File: src/rtl/beat_rate_calc_if.sv
// ============================================================================
// Module      : beat_rate_calc_if
// Description : Peak/tick inputs and BPM/BCD result outputs of beat_rate_calc.
//               The outlier counter member is present only when the
//               BEAT_RATE_OUTLIER_EN macro is defined.
// Revision    : 1.0  initial release
// ============================================================================
`default_nettype none

interface beat_rate_calc_if;
  logic       i_sample_tick;
  logic       i_peak;
  logic [7:0] o_bpm;
  logic [3:0] o_bcd_hund;
  logic [3:0] o_bcd_tens;
  logic [3:0] o_bcd_ones;
  logic       o_valid;
  logic       o_update;
  logic       o_timeout;
`ifdef BEAT_RATE_OUTLIER_EN
  logic [7:0] o_outlier_cnt;
`endif

  modport master (
    output i_sample_tick,
    output i_peak,
`ifdef BEAT_RATE_OUTLIER_EN
    input  o_outlier_cnt,
`endif
    input  o_bpm,
    input  o_bcd_hund,
    input  o_bcd_tens,
    input  o_bcd_ones,
    input  o_valid,
    input  o_update,
    input  o_timeout
  );

  modport slave (
    input  i_sample_tick,
    input  i_peak,
`ifdef BEAT_RATE_OUTLIER_EN
    output o_outlier_cnt,
`endif
    output o_bpm,
    output o_bcd_hund,
    output o_bcd_tens,
    output o_bcd_ones,
    output o_valid,
    output o_update,
    output o_timeout
  );
endinterface

`default_nettype wire

File: src/rtl/beat_rate_calc.sv
// ============================================================================
// Module      : beat_rate_calc
// Description : Measures peak-to-peak intervals in sample ticks, averages the
//               last NBEATS of them and reports BPM in binary and BCD, with
//               loss-of-signal detection. Optional macro BEAT_RATE_OUTLIER_EN
//               rejects intervals far from the running average.
// Revision    : 1.0  initial release
// ============================================================================
`default_nettype none

module beat_rate_calc #(
  parameter int SAMPLE_HZ    = 1000,
  parameter int NBEATS       = 4,
  parameter int MIN_INTERVAL = 250,
  parameter int MAX_INTERVAL = 3000,
  parameter int DIV_W        = 24
) (
  input  logic             clk,
  input  logic             reset,
  beat_rate_calc_if.slave  bus
);

  localparam int C_LOG2_NB = $clog2(NBEATS);
  localparam int C_FILL_W  = $clog2(NBEATS + 1);
  localparam int C_STEP_W  = (DIV_W > 8) ? $clog2(DIV_W) : 3;
  localparam logic [DIV_W-1:0]    C_DIVIDEND = DIV_W'(60 * SAMPLE_HZ * NBEATS);
  localparam logic [15:0]         C_MIN      = 16'(MIN_INTERVAL);
  localparam logic [15:0]         C_MAX      = 16'(MAX_INTERVAL);
  localparam logic [C_FILL_W-1:0] C_FULL     = C_FILL_W'(NBEATS);
  localparam logic [C_FILL_W-1:0] C_FULL_M1  = C_FILL_W'(NBEATS - 1);

  typedef enum logic [1:0] {S_IDLE, S_DIV, S_BCD, S_OUT} state_t;

  state_t                r_state, w_next;
  logic                  r_peak_q, r_prior, r_pend;
  logic [15:0]           r_cnt;
  logic [15:0]           r_hist [NBEATS];
  logic [C_LOG2_NB-1:0]  r_wr;
  logic [DIV_W-1:0]      r_sum;
  logic [C_FILL_W-1:0]   r_fill;
  logic [DIV_W-1:0]      r_rem, r_quo, r_den;
  logic [C_STEP_W-1:0]   r_step;
  logic [7:0]            r_q, r_bin;
  logic [11:0]           r_bcd;

  logic w_edge, w_at_max, w_rearm, w_short, w_cand, w_full, w_outlier;
  logic w_accept, w_tmo, w_fill_nx_full, w_start, w_div_last, w_bcd_last, w_ge;
  logic [15:0]      w_evict;
  logic [DIV_W:0]   w_rem_sh;
  logic [DIV_W-1:0] w_sub, w_rem_nx, w_quo_nx;
  logic [7:0]       w_q_sat;
  logic [11:0]      w_adj;

  function automatic logic [3:0] add3(input logic [3:0] d);
    return (d >= 4'd5) ? d + 4'd3 : d;
  endfunction

  // Edge classification: re-arm, refractory ignore, candidate interval, timeout
  always_comb begin
    w_edge         = bus.i_peak & ~r_peak_q;
    w_at_max       = (r_cnt == C_MAX);
    w_rearm        = w_edge & (w_at_max | ~r_prior);
    w_short        = w_edge & ~w_rearm & (r_cnt < C_MIN);
    w_cand         = w_edge & ~w_rearm & ~w_short;
    w_full         = (r_fill == C_FULL);
    w_tmo          = ~w_edge & bus.i_sample_tick & (r_cnt == C_MAX - 16'd1);
    w_fill_nx_full = w_full | (r_fill == C_FULL_M1);
    w_evict        = r_hist[r_wr];
    w_start        = (r_state == S_IDLE) & r_pend & ~w_tmo;
  end

`ifdef BEAT_RATE_OUTLIER_EN
  logic [DIV_W-1:0] w_avg, w_lo, w_hi, w_cnt_ext;
  logic [7:0]       r_outlier_cnt;

  // Outlier window [avg/2, avg*3/2] around the current average interval
  always_comb begin
    w_avg     = r_sum >> C_LOG2_NB;
    w_lo      = w_avg >> 1;
    w_hi      = w_avg + (w_avg >> 1);
    w_cnt_ext = DIV_W'(r_cnt);
    w_outlier = w_cand & w_full & ((w_cnt_ext < w_lo) | (w_cnt_ext > w_hi));
  end

  // Saturating count of rejected intervals
  always_ff @(posedge clk or posedge reset) begin
    if (reset)                                r_outlier_cnt <= '0;
    else if (w_outlier && r_outlier_cnt != 8'hFF) r_outlier_cnt <= r_outlier_cnt + 8'd1;
  end

  assign bus.o_outlier_cnt = r_outlier_cnt;
`else
  assign w_outlier = 1'b0;
`endif

  assign w_accept = w_cand & ~w_outlier;

  // Interval counter, beat history ring, running sum and computation request
  always_ff @(posedge clk or posedge reset) begin
    if (reset) begin
      r_peak_q <= 1'b0;
      r_cnt    <= '0;
      r_prior  <= 1'b0;
      r_pend   <= 1'b0;
      r_wr     <= '0;
      r_sum    <= '0;
      r_fill   <= '0;
      for (int i = 0; i < NBEATS; i++) r_hist[i] <= '0;
    end else begin
      r_peak_q <= bus.i_peak;
      // A tick coinciding with an edge is deliberately dropped
      if (w_rearm | w_cand)
        r_cnt <= '0;
      else if (~w_edge & bus.i_sample_tick & ~w_at_max)
        r_cnt <= r_cnt + 16'd1;

      if (w_rearm) r_prior <= 1'b1;

      if (w_tmo) begin
        r_prior <= 1'b0;
        r_wr    <= '0;
        r_sum   <= '0;
        r_fill  <= '0;
        for (int i = 0; i < NBEATS; i++) r_hist[i] <= '0;
      end else if (w_accept) begin
        r_hist[r_wr] <= r_cnt;
        r_wr         <= r_wr + 1'b1;
        // Evicted slot is zero while the ring is still filling
        r_sum        <= r_sum + DIV_W'(r_cnt) - DIV_W'(w_evict);
        if (!w_full) r_fill <= r_fill + 1'b1;
      end

      if (w_tmo)                          r_pend <= 1'b0;
      else if (w_accept & w_fill_nx_full) r_pend <= 1'b1;
      else if (w_start)                   r_pend <= 1'b0;
    end
  end

  // Restoring-divide step and double-dabble step
  always_comb begin
    w_rem_sh   = {r_rem, r_quo[DIV_W-1]};
    w_ge       = (w_rem_sh >= {1'b0, r_den});
    w_sub      = w_rem_sh[DIV_W-1:0] - r_den;
    w_rem_nx   = w_ge ? w_sub : w_rem_sh[DIV_W-1:0];
    w_quo_nx   = {r_quo[DIV_W-2:0], w_ge};
    w_q_sat    = (|w_quo_nx[DIV_W-1:8]) ? 8'hFF : w_quo_nx[7:0];
    w_adj      = {add3(r_bcd[11:8]), add3(r_bcd[7:4]), add3(r_bcd[3:0])};
    w_div_last = (r_step == C_STEP_W'(DIV_W - 1));
    w_bcd_last = (r_step == C_STEP_W'(7));
  end

  // FSM state register
  always_ff @(posedge clk or posedge reset) begin
    if (reset) r_state <= S_IDLE;
    else       r_state <= w_next;
  end

  // FSM next state; a timeout aborts any computation in flight
  always_comb begin
    w_next = r_state;
    case (r_state)
      S_IDLE:  if (r_pend)     w_next = S_DIV;
      S_DIV:   if (w_div_last) w_next = S_BCD;
      S_BCD:   if (w_bcd_last) w_next = S_OUT;
      S_OUT:                   w_next = S_IDLE;
      default:                 w_next = S_IDLE;
    endcase
    if (w_tmo) w_next = S_IDLE;
  end

  // Divider and BCD converter datapath
  always_ff @(posedge clk or posedge reset) begin
    if (reset) begin
      r_rem  <= '0;
      r_quo  <= '0;
      r_den  <= '0;
      r_step <= '0;
      r_q    <= '0;
      r_bin  <= '0;
      r_bcd  <= '0;
    end else begin
      case (r_state)
        S_IDLE: if (w_start) begin
          r_rem  <= '0;
          r_quo  <= C_DIVIDEND;
          r_den  <= r_sum;
          r_step <= '0;
        end
        S_DIV: begin
          r_rem  <= w_rem_nx;
          r_quo  <= w_quo_nx;
          r_step <= r_step + 1'b1;
          if (w_div_last) begin
            r_q    <= w_q_sat;
            r_bin  <= w_q_sat;
            r_bcd  <= '0;
            r_step <= '0;
          end
        end
        S_BCD: begin
          r_bcd  <= {w_adj[10:0], r_bin[7]};
          r_bin  <= {r_bin[6:0], 1'b0};
          r_step <= r_step + 1'b1;
        end
        default: ;
      endcase
    end
  end

  // Result outputs: refreshed on completion or loss of signal, held otherwise
  always_ff @(posedge clk or posedge reset) begin
    if (reset) begin
      bus.o_bpm      <= '0;
      bus.o_bcd_hund <= '0;
      bus.o_bcd_tens <= '0;
      bus.o_bcd_ones <= '0;
      bus.o_valid    <= 1'b0;
      bus.o_update   <= 1'b0;
      bus.o_timeout  <= 1'b1;
    end else begin
      bus.o_update <= 1'b0;
      if (w_tmo) begin
        bus.o_bpm      <= '0;
        bus.o_bcd_hund <= '0;
        bus.o_bcd_tens <= '0;
        bus.o_bcd_ones <= '0;
        bus.o_valid    <= 1'b0;
        bus.o_update   <= 1'b1;
        bus.o_timeout  <= 1'b1;
      end else begin
        if (r_state == S_OUT) begin
          bus.o_bpm      <= r_q;
          bus.o_bcd_hund <= r_bcd[11:8];
          bus.o_bcd_tens <= r_bcd[7:4];
          bus.o_bcd_ones <= r_bcd[3:0];
          bus.o_valid    <= 1'b1;
          bus.o_update   <= 1'b1;
        end
        if (w_rearm) bus.o_timeout <= 1'b0;
      end
    end
  end

endmodule

`default_nettype wire

File: src/flat_wrapper.sv
// flat-port wrapper written by rule: the top's interface ports become plain ports
module beat_rate_calc_flat 
#(
  parameter int SAMPLE_HZ    = 1000,
  parameter int NBEATS       = 4,
  parameter int MIN_INTERVAL = 250,
  parameter int MAX_INTERVAL = 3000,
  parameter int DIV_W        = 24
)
  (clk, reset, bus_i_sample_tick, bus_i_peak, bus_o_bpm, bus_o_bcd_hund, bus_o_bcd_tens, bus_o_bcd_ones, bus_o_valid, bus_o_update, bus_o_timeout);
  beat_rate_calc_if bus_i ();
  input  logic clk;
  input  logic reset;
  input wire logic [$bits(bus_i.i_sample_tick)-1:0] bus_i_sample_tick;
  input wire logic [$bits(bus_i.i_peak)-1:0] bus_i_peak;
  output wire logic [$bits(bus_i.o_bpm)-1:0] bus_o_bpm;
  output wire logic [$bits(bus_i.o_bcd_hund)-1:0] bus_o_bcd_hund;
  output wire logic [$bits(bus_i.o_bcd_tens)-1:0] bus_o_bcd_tens;
  output wire logic [$bits(bus_i.o_bcd_ones)-1:0] bus_o_bcd_ones;
  output wire logic [$bits(bus_i.o_valid)-1:0] bus_o_valid;
  output wire logic [$bits(bus_i.o_update)-1:0] bus_o_update;
  output wire logic [$bits(bus_i.o_timeout)-1:0] bus_o_timeout;
  assign bus_i.i_sample_tick = bus_i_sample_tick;
  assign bus_i.i_peak = bus_i_peak;
  assign bus_o_bpm = bus_i.o_bpm;
  assign bus_o_bcd_hund = bus_i.o_bcd_hund;
  assign bus_o_bcd_tens = bus_i.o_bcd_tens;
  assign bus_o_bcd_ones = bus_i.o_bcd_ones;
  assign bus_o_valid = bus_i.o_valid;
  assign bus_o_update = bus_i.o_update;
  assign bus_o_timeout = bus_i.o_timeout;
  beat_rate_calc #(.SAMPLE_HZ(SAMPLE_HZ), .NBEATS(NBEATS), .MIN_INTERVAL(MIN_INTERVAL), .MAX_INTERVAL(MAX_INTERVAL), .DIV_W(DIV_W)) u_core (.clk(clk), .reset(reset), .bus(bus_i));
endmodule
File: config.mk
export PLATFORM = sky130hd
export DESIGN_NAME = beat_rate_calc_flat
export DESIGN_NICKNAME = d
export VERILOG_FILES = /design/src/rtl/beat_rate_calc_if.sv /design/src/rtl/beat_rate_calc.sv /design/src/flat_wrapper.sv
export SDC_FILE = /design/constraint.sdc
export NUM_CORES = 1
export LEC_CHECK = 0
export CAP_MARGIN = 20
export CORE_ASPECT_RATIO = 1.4
export CORE_UTILIZATION = 55
export CTS_CLUSTER_DIAMETER = 80
export DETAILED_ROUTE_END_ITERATION = 10
export PLACE_DENSITY = 0.74
export REMOVE_ABC_BUFFERS = 1
export SYNTH_ARGS = -nofsm -noshare
export SYNTH_HDL_FRONTEND = slang
export SYNTH_SLANG_ARGS = --single-unit
File: constraint.sdc
create_clock -name clk -period 10.3 [get_ports clk]
set_input_delay 3.09 -clock clk [delete_from_list [all_inputs] [get_ports clk]]
set_output_delay 3.09 -clock clk [all_outputs]
set_load 0.005 [all_outputs]
Word level (Yosys, flattened, before mapping)
Index checks and enable logic that the tools add are counted.
- register bits: 242
- output and inout bits: 23
- logic and storage cells: 155
- add/sub/neg operators: 10
- magnitude comparators: 7
- equal/unequal tests: 15
- mux-type cells: 57
- bitwise operators: 22
- reductions and logical operators: 18
- operator list (operator ; count):
    2-to-1 mux 64 bit ; 2
    2-to-1 mux 24 bit ; 5
    one-hot mux 24 bit (2 select lines) ; 2
    2-to-1 mux 16 bit ; 5
    bitwise mux 64 bit ; 1
    binary-select mux 16 bit (select 2 bit) ; 1
    demux 16 bit (select 2 bit) ; 1
    == test 16 x 12 -> 1 bit (second input constant) ; 2
    2-to-1 mux 4 bit ; 8
    2-to-1 mux 8 bit ; 4
    >= comparator 25 x 24 -> 1 bit ; 1
    adder 24 x 16 -> 24 bit ; 1
    one-hot mux 12 bit (2 select lines) ; 1
    subtractor 24 x 16 -> 24 bit ; 1
    subtractor 24 bit ; 1
    adder 16 x 1 -> 16 bit (second input constant) ; 1
    less-than comparator 16 x 8 -> 1 bit (second input constant) ; 1
    one-hot mux 8 bit (2 select lines) ; 1
    OR reduction 16 bit ; 1
    one-hot mux 5 bit (3 select lines) ; 1
    >= comparator 4 x 3 -> 1 bit (second input constant) ; 3
    2-to-1 mux 12 bit ; 1
    2-to-1 mux 2 bit ; 6
    2-to-1 mux 3 bit ; 4
    29 further kinds ; 74

Longest topological paths before layout
- depth in word-level cells: 11
- depth in mapped cells: 16
- depth with buffers taken out: 15

Worst setup path after synthesis
OpenSTA, ideal clock, no wires.
- path type: input-to-reg
- from: input bus_i_peak
- to: register u_core.r_rem[11]
- setup time: 0.121 ns
- arrival: 4.740 ns
- required time: 10.179 ns
- slack: 5.439 ns
- cell stages on the path: 10
- buffers on the path: 2
- path through: nor2b_1 -> nor2b_1 -> nand3_1 -> or3_1 -> buf_2 -> nand3_2 -> a21boi_4 -> nor2_1 -> buf_2 -> a22o_1
- cells in the longest elaborated chain, start to end: 8
- RTL lines (what ; RTL line ; RTL):
    start, declared ; flat_wrapper.sv:15 ; input wire logic [$bits(bus_i.i_peak)-1:0] bus_i_peak;
    AND 1 bit ; beat_rate_calc.sv:60 ; w_edge = bus.i_peak & ~r_peak_q;
    NOT 1 bit ; beat_rate_calc.sv:66 ; w_tmo = ~w_edge & bus.i_sample_tick & (r_cnt == C_MAX - 16'd1);
    AND 1 bit (2 in a row) ; beat_rate_calc.sv:66 ;
    NOT 1 bit ; beat_rate_calc.sv:69 ; w_start = (r_state == S_IDLE) & r_pend & ~w_tmo;
    AND 1 bit ; beat_rate_calc.sv:69 ;
    != test 2 x 1 -> 1 bit (no source line) ; -- ;
    AND reduction 2 bit (no source line) ; -- ;
    end signal, assigned ; beat_rate_calc.sv:190 ; r_rem <= w_rem_nx;
    end, declared ; beat_rate_calc.sv:41 ; logic [DIV_W-1:0] r_rem, r_quo, r_den;
No other way between the ends.
A chain may end at the register's enable or synchronous reset.

Worst setup path after layout
- from: input bus_i_peak
- to: register u_core.r_rem[22]
Same word-level chain as after synthesis.

==> results by group <==
Critical path
  – Critical Path Sink Type: register
  – R2r worst-path depth: 15
  – Startpoint Class: primary input
  – Worst Path Required: 10.75 ns
  – Crit Path Class: primary input to register
  – CP Capture Point: u_core.r_rem[22]$_DFFE_PP0P_
  – Setup crit start: bus_i_peak
  – R2r setup slk: 5.71 ns
  – CP Max Fanout: 63
  – Reg2reg end: u_core.r_sum[20]$_DFFE_PP0P_
  – CP arrival: 7.14 ns
  – R2r startpoint: u_core.r_wr[1]$_DFFE_PP0P_

Placed design
  – Placed cells: 1766
  – Gp weighted congestion: 0.846
  – Dpl ws: 3.04 ns
  – PortBufs: 26
  – Final HPWL DP: 19700 um

Timing
  – Setup_tns: 0 ns
  – Setup ws final: 3.61 ns
  – Max-slew violations: 0
  – Worst slew pin tran: 1.01 ns
  – Worst Hold Margin: 0.465 ns
  – Top achievable clock speed: 0.150 GHz
  – Final setup fails: 0
  – Max transition margin: 32.4%
  – Tmin final: 6.69 ns
  – Final hold viol count: 0
  – Final worst path period share: 64.9%
  – Final Skew: 0.0159 ns
  – RSZ-0062 raised after global routing: false

Clocking
  – TritonCTS Sinks: 242
  – Hold buffer count at CTS: 0
  – CTS resizes: 0
  – Max H-tree Level: 1
  – Clock Pin Slew Worst Setup and Hold Paths: 0.06 ns
  – Clock Tree Buf Depth: 3
  – Setup Fix Bufs, Post-CTS: 0
  – Total CTS buffers: 26
  – TritonCTS clock tree: built
  – Insertion delay to the later sink of the worst-skew pair: 0.54 ns
  – Root buffer cell: clkbuf_16

Final layout
  – Fill count: 1989
  – Non-filler cells, final: 1814
  – Share of cells above drive strength 1: 5.72%
  – NumNets Final: 1576
  – Area added between synthesis and finish: 9.70%
  – Antenna diodes: 0

Floorplanning
  – Core Area: 24100 um2
  – Die ar.: 25300 um2
  – Horiz. Die Dim: 135 um
  – Ports: 27
  – Starting density of the core: 56.4%
  – Die Y: 188 um
  – FP Rows: 67

Route
  – Vias per inst: 5.69
  – DR iter-0 viols: 572
  – DRT Pass-1 Iters: 6
  – Routed vias: 10322
  – Routed WL per cell: 15.8 um
  – DRC viols: 0
  – Detail Route Antenna Nets: 0
  – Total Wirelength: 28700 um

Synth
  – Syn Area/Cell: 9.08 um2
  – Seq/Total Area, Yosys: 44.6%
  – Number of flops mapped to enable cells by yosys: 0
  – Post-Syn Area: 13600 um2
  – Synth cell types: 70
  – Gate count of the mapped netlist: 1496
  – Synth Warn #: 0
  – Synth Flop Type: dfrtp_1
  – Yosys reg bits: 242
  – Async set-reset flop share out of synthesis: 100%

Power
  – Worst vdd ir: 0.183 mV
  – Sequential share of power: 28.4%
  – Logic gate share of total power: 54.2%
  – Switching Fraction: 43.4%
  – Clock power frac: 17.4%
  – Internal: 0.00294 W
  – P_sw: 0.00226 W
  – Total power: 0.00521 W
  – Leakage: 6.83 nW
  – Pwr dens: 349 nW/um2

Job
  – Max Cap Viol: 0

Outcome
  – Run status: finished clean

Global route
  – Global-route wire length before repair: 48900 um
  – Global Route Usage Sum: 23.5%
  – Grt total ovfl: 0
  – Initial antenna violation count: 0
  – Number of global-route vias before repair: 10251
  – Largest net degree at the start of global routing: 86

Worst hold path
  – Hold WC Path Type: register to register
-- cells in the mapped netlist (all sizes together), types with 29 or more instances --
| master | number | area (um2) |
|---|---|---|
| dfrtp | 241 | 6030 |
| nand3 | 90 | 455 |
| inv | 131 | 492 |
| mux2i | 29 | 290 |
| o21ai | 152 | 761 |
| buf | 31 | 155 |
| clkbuf | 48 | 180 |
| nor2 | 101 | 379 |
| a21oi | 99 | 495 |
| nand2 | 206 | 773 |
| xnor2 | 33 | 289 |
| ha | 68 | 851 |
-- area by class of cell --
class / instances / area, um2 / share of cell area (%)
multi-input combinational: 1041 / 6700 / 45.0
sequential: 242 / 6060 / 40.7
clock buffer: 38 / 736 / 4.94
inverter: 134 / 510 / 3.43
timing repair buffer: 42 / 420 / 2.82
tap: 310 / 388 / 2.60
clock inverter: 7 / 82.6 / 0.554
-- worst max-delay path: stages --
cell and delay (ns):
clkdlybuf4s50_1 0.47, nor2b_1 0.24, nor2b_1 0.12, nand3_1 0.15, or3_2 0.13, buf_4 0.53
nand3_2 0.75, a21boi_4 0.37, buf_4 0.28, nor2_1 0.72, a21oi_1 0.09, a21oi_1 0.15
-- how the worst min path moves through the flow --
stage / end / startpoint / depth (start not counted) / slack, ns
after floorplan: u_core.r_bin[0]$_DFFE_PP0P_ / u_core.r_bin[0]$_DFFE_PP0P_ / 2 / 0.44
after global placement: u_core.r_bin[0]$_DFFE_PP0P_ / u_core.r_bin[0]$_DFFE_PP0P_ / 2 / 0.46
after detailed placement: u_core.bus.o_timeout$_DFFE_PP1P_ / u_core.bus.o_timeout$_DFFE_PP1P_ / 2 / 0.45
after CTS: u_core.bus.o_timeout$_DFFE_PP1P_ / u_core.bus.o_timeout$_DFFE_PP1P_ / 2 / 0.46
after global routing: u_core.bus.o_timeout$_DFFE_PP1P_ / u_core.bus.o_timeout$_DFFE_PP1P_ / 2 / 0.48
final: u_core.bus.o_timeout$_DFFE_PP1P_ / u_core.bus.o_timeout$_DFFE_PP1P_ / 2 / 0.46
-- power groups by stage --
stage,combinational (W),sequential (W),clock (W)
after floorplan,0.00220,0.00143,0
after global placement,0.00273,0.00148,0
after detailed placement,0.00280,0.00149,0
after CTS,0.00282,0.00147,0.000925
after global routing,0.00320,0.00152,0.000957
final,0.00282,0.00148,0.000906
-- cell usage in the layout, fill, tap and decap left out, types with 4 or more instances in the layout --
master and count:
o22ai_1 4, fa_1 17, a22o_1 10, xnor2_1 33, clkbuf_8 4, nand2b_1 9
o21bai_1 6, nor4_1 8, buf_4 14, o21ai_0 147, ha_1 68, clkbuf_16 26
nand2_1 206, nor2b_1 13, and3_1 5, clkdlybuf4s50_1 26, and2_1 4, o211ai_1 7
mux4_2 16, nor3b_1 5, a21oi_1 99, inv_1 130, or3_1 4, a32o_1 5
nand3_1 89, o21ai_1 4, a211oi_1 7, nand4_1 13, clkbuf_1 8, o31ai_1 8
dfrtp_1 241, a31oi_1 12, o41ai_1 4, a21o_1 19, xor2_1 17, mux2i_1 29
nor3_1 26, nor2_1 101
-- cell families (layout without fill, tap and decap cells) --
group / count (synthesis) / count (layout) / synth area share (%)
compound gates: 364 / 364 / 16.0
simple gates: 495 / 495 / 16.3
mux: 47 / 47 / 4.96
buf+inv: 213 / 221 / 6.17
fa+ha+maj: 85 / 85 / 8.77
xor+xnor: 50 / 50 / 3.23
flops: 242 / 242 / 44.6
-- metal layers --
metal | GRT usage, % | share of wire [%] | up-vias
met5 | 0 | 0 | -
met3 | 2.54 | 3.1 | 53
met2 | 42.5 | 53 | 174
met1 | 29.1 | 42 | 4979
met4 | 7.17 | 2.4 | 0
li1 | - | - | 5116
-- per-stage QoR --
stage                     util (%)  instance area [um2]
after CTS                     61.7                14800
after detailed placement      58.3                14000
after floorplan                  -                13200
after global placement        58.3                14000
final                         61.9                14900
after global routing          61.9                14900
-- registers in the layout, summed over array words and instances (netlist names), 5 cells and up --
signal and flops:
u_core.r_den 24, u_core.bus.o_bpm 8, u_core.r_cnt 16, u_core.r_bcd 12
u_core.r_sum 24, u_core.r_step 5, u_core.r_quo 24, u_core.r_rem 24
u_core.r_bin 8, u_core.r_hist 64, u_core.r_q 8
Power figures use the tool's default switching activity.
